<file path="config.mk">
export PLATFORM = sky130hd
export DESIGN_NAME = pipe_ctrl
export DESIGN_NICKNAME = d
export VERILOG_FILES = /design/src/rtl/pipe_ctrl.sv
export SDC_FILE = /design/constraint.sdc
export NUM_CORES = 1
export LEC_CHECK = 0
export CORE_MARGIN = 5
export CORE_UTILIZATION = 42
export CTS_BUF_LIST = sky130_fd_sc_hd__clkbuf_4 sky130_fd_sc_hd__clkbuf_8 sky130_fd_sc_hd__clkbuf_16
export DETAILED_ROUTE_END_ITERATION = 6
export PLACE_DENSITY = 0.84
export SYNTH_ARGS = -nofsm -noshare
export SYNTH_HDL_FRONTEND = slang
export SYNTH_SLANG_ARGS = --single-unit
</file>
<file path="constraint.sdc">
create_clock -name clk -period 2.9 [get_ports clk]
set_input_delay 0.725 -clock clk [delete_from_list [all_inputs] [get_ports clk]]
set_output_delay 0.725 -clock clk [all_outputs]
set_load 0.005 [all_outputs]
</file>
<file path="src/rtl/pipe_ctrl.sv">
// Pipeline sequencing controller: merges load-use stalls, sequences the divider
// handshake, redirects the front end on exception/ERET, owns EPC and a stall counter.
module pipe_ctrl #(
  parameter int unsigned STALL_W    = 6,
  parameter logic [31:0] EXC_VECTOR = 32'hBFC0_0380,
  parameter logic [31:0] RESET_EPC  = 32'h0000_0000
) (
  input  logic               clk,
  input  logic               rst,
  input  logic               stallreq_from_id,
  input  logic               ex_div_req,
  input  logic               div_done,
  input  logic               mem_excp,
  input  logic [31:0]        mem_excp_pc,
  input  logic               mem_eret,
  output logic [STALL_W-1:0] stall,
  output logic               div_start,
  output logic               div_annul,
  output logic               flush,
  output logic               new_pc_valid,
  output logic [31:0]        new_pc,
  output logic [31:0]        epc,
  output logic [31:0]        stall_cycles
);

  typedef enum logic [1:0] {IDLE, DIV_WAIT, FLUSH} state_t;

  localparam logic [STALL_W-1:0] STALL_DIV = STALL_W'(6'b001111);
  localparam logic [STALL_W-1:0] STALL_LU  = STALL_W'(6'b000111);

  state_t      state, state_nxt;
  logic [31:0] epc_q;
  logic [31:0] stall_cnt;

  // Redirects outrank everything in every state; reset gates all outputs low.
  always_comb begin
    state_nxt    = state;
    stall        = '0;
    div_start    = 1'b0;
    div_annul    = 1'b0;
    flush        = 1'b0;
    new_pc_valid = 1'b0;
    new_pc       = '0;
    if (rst) begin
      if (mem_excp || mem_eret) begin
        flush        = 1'b1;
        new_pc_valid = 1'b1;
        new_pc       = mem_excp ? EXC_VECTOR : epc_q;
        div_annul    = (state == DIV_WAIT);
        state_nxt    = FLUSH;
      end else begin
        unique case (state)
          IDLE: begin
            if (ex_div_req) begin
              div_start = 1'b1;
              stall     = STALL_DIV;
              state_nxt = DIV_WAIT;
            end else if (stallreq_from_id) begin
              stall = STALL_LU;
            end
          end
          DIV_WAIT: begin
            if (div_done) begin
              state_nxt = IDLE;
            end else begin
              stall = STALL_DIV;
            end
          end
          FLUSH: state_nxt = IDLE;
          default: state_nxt = IDLE;
        endcase
      end
    end
  end

  always_ff @(posedge clk or negedge rst) begin
    if (!rst) begin
      state     <= IDLE;
      epc_q     <= RESET_EPC;
      stall_cnt <= '0;
    end else begin
      state <= state_nxt;
      if (mem_excp) begin
        epc_q <= mem_excp_pc;
      end
      if (stall != '0) begin
        stall_cnt <= stall_cnt + 32'd1;
      end
    end
  end

  assign epc          = epc_q;
  assign stall_cycles = stall_cnt;

endmodule

</file>
==> results.py <==
metrics = {
    "final_layout": {
        "area_growth_pct": 56.46,
        "drive_above_1_share_pct": 12.63,
        "final_cell_count_no_fill": 574,
        "fin_area_um2": 4941,
        "final_net_count": 510,
        "utilization_pct": 67.76,
        "antenna_cells": 0,
    },
    "sta": {
        "timing.hold.ws_ps": 473.5,
        "clock_skew_ps": 8.224,
        "slew-limit-headroom_pct": 45.52,
        "fin_crit_sh_pct": 98.70,
        "worst_pin_slew_ps": 817.2,
        "fmaxAchievable_ghz": 0.3494,
        "hold_viol": 0,
        "setup_slack_ps": 37.83,
        "maxSlewViolCount": 0,
        "min_period_ps": 2862,
        "rsz0062_at_grt": "no",
        "setup_viol_count_final": 0,
    },
    "logic_synthesis": {
        "synth_area_leader_cell": "dfrtp_1",
        "synth-seq-cells": 66,
        "synth_seq_area_share_pct": 52.30,
        "synth-edff-count": 0,
        "yosysUniqueCellTypes": 35,
        "synthArstFlopShare_pct": 100.0,
        "synthFlopType": "dfrtp_1",
        "synthTopCellsByArea": "dfrtp_1 (52%), nand2_1 (6.4%), nor2_1 (5.6%)",
        "netlist_area_um2": 3158,
        "yosys_warnings": 0,
        "yosysTopAreaCellShare_pct": 52.30,
        "syn-instance-count": 316,
        "syn_avg_cell_area_um2": 9.994,
    },
    "clocking": {
        "clock_latency_ps": 320,
        "numCtsBuffers": 9,
        "cts_tree": "done",
        "clock_sinks": 66,
        "htreeDepth": 3,
        "root_buffer": "clkbuf_8",
        "clkSlewWorstSetupHoldPaths_ps": 70,
        "cts_buffer_depth": 2,
    },
    "drt": {
        "drt-total-wl_mm": 8.674,
        "drtPass1Iterations": 4,
        "ant_nets": 0,
        "avgViaCountPerCell": 4.925,
        "drtIter0Drc": 74,
        "vias": 2827,
        "drcViolationCount": 0,
        "wl_per_cell_um": 15.11,
    },
    "min_path": {
        "hold_depth": 1,
        "hp-class": "reg -> reg",
        "holdPathEnd": "stall_cycles[31]$_DFFE_PN0P_",
        "hp-start": "stall_cycles[31]$_DFFE_PN0P_",
    },
    "critical_path": {
        "crit_required_ps": 2170,
        "crit_type": "in -> out",
        "critPathArrivalTime_ps": 2140,
        "path_max_fanout": 4,
        "r2r_end": "stall_cycles[24]$_DFFE_PN0P_",
        "r2r-start": "stall_cycles[0]$_DFFE_PN0P_",
        "critPathCaptureType": "primary output",
        "rrSetupSlack_ps": 810,
        "r2r_cells": 5,
        "start_kind": "primary input",
    },
    "floorplanning": {
        "die-width_um": 96.71,
        "die_h_um": 96.71,
        "dieArea_um2": 9353,
        "coreArea_um2": 7292,
        "initial_core_util_pct": 43.31,
        "pin_count": 145,
        "row_count": 31,
    },
    "grt": {
        "grt_max_degree": 69,
        "grt_pass1_vias": 2889,
        "grt_pass1_wl_mm": 14.39,
        "grt_use_total_pct": 18.57,
        "antenna_found_initial": 1,
        "overflow": 0,
    },
    "place": {
        "numPortBuffers": 142,
        "dp_cells": 557,
        "place.gp.congestion": 0.8034,
        "dp_slack_ps": -478.2,
        "dpl-instance-area_um2": 4747,
        "dp_hpwl_mm": 6.609,
    },
    "power": {
        "p_per_area_nw_per_um2": 435.9,
        "p_leak_nw": 2.220,
        "peakVddDrop_v": 0.0003188,
    },
    "status": {
        "run_status": "completed",
    },
    "run": {
        "max_cap_violations": 0,
    },
}
registers in the layout, indices dropped and copies added (netlist names):
register      count
epc              32
stall_cycles     32
state             2
stage by stage:
stage / power, W / setup TNS [ps]
after global routing: 0.002277 / 0
after global placement: 0.001478 / -6400
final: 0.002154 / 0
after CTS: 0.002192 / 0
after floorplan: 0.001191 / 0
after detailed placement: 0.001493 / -7232
synth_stat cells, drive strengths merged, types with 2 or more instances:
cell / instances
nand4: 13
nand3: 9
xnor2: 17
clkbuf: 11
nor4b: 3
inv: 5
dfrtp: 66
and3: 6
nor3: 8
mux2: 12
nor4: 4
xor2: 14
nor2: 47
nand2b: 22
buf: 7
o21ai: 2
and4: 3
nand2: 54
layer usage:
| metal | vias to the layer above | global-route usage (%) | part of all wire, % |
|---|---|---|---|
| met4 | 2 | 4.968 | 0.95 |
| met5 | - | 0 | 0.15 |
| li1 | 1353 | - | - |
| met2 | 104 | 30.89 | 48 |
| met1 | 1357 | 23.39 | 44 |
| met3 | 11 | 5.827 | 6.5 |
worst max path at each step:
stage	slack (ps)	startpoint	cells past startpoint	to
CTS	30	mem_excp	6	new_pc[28]
floorplan	210	mem_excp	4	stall[1]
global route	7	mem_eret	6	stall[1]
finish	40	mem_eret	6	stall[1]
global placement	-460	mem_eret	5	stall[0]
detailed placement	-480	mem_eret	5	stall[1]
cells in the final DEF, fill, tap and decap left out, types with 4 or more instances in the layout:
cell type,Yosys,final
inv_1,5,4
nor2_1,47,46
and3_1,6,6
buf_4,5,16
nand3_1,9,9
nand2b_1,22,22
nand4_1,13,13
clkbuf_8,0,10
xnor2_1,17,17
dlygate4sd2_1,0,4
xor2_1,14,14
dfrtp_1,66,66
clkdlybuf4s50_1,0,134
nand2_1,54,54
mux2_2,12,12
nor3_1,8,8
worst max-delay path: stages:
cell and delay (ps):
clkdlybuf4s15_1 200, or4b_4 570, a211o_1 270, inv_2 80, buf_4 110, clkdlybuf4s15_2 190
what timing repair did:
item	in CTS	in global routing
buffers inserted	1	0
endpoints found under the setup margin	40	29
hold buffers	0	0
pin swaps	2	0
resized for setup	13	1
cloned	0	0
cells by family after synthesis:
logic type / share of synthesized area [%]
muxes: 4.279
xor gates and xnor gates: 8.597
buffers and inverters: 3.566
AOI/OAI and AO/OA: 2.456
and+or+nand+nor: 28.29
DFF: 52.30
adders and majority gates: 0.3961
other: 0.1187
power by group:
part           leakage (nW)  switching (W)  total, W  internal [W]
Sequential            0.848      0.0000636   0.00105      0.000986
Clock                0.0974       0.000326  0.000684      0.000359
Combinational          1.27       0.000156  0.000420      0.000264
Total                  2.22       0.000545   0.00215       0.00161
cell type report:
cell class                      instances  area (um^2)
Sequential cell                        66         1652
Tap cell                               99        123.9
Clock inverter                          3        15.01
Inverter                                5        18.77
Clock buffer                           13        160.2
Timing Repair Buffer                  160         1568
Multi-Input combinational cell        228         1404
Fill cell                             583         2351
Power figures use the tool's default switching activity.
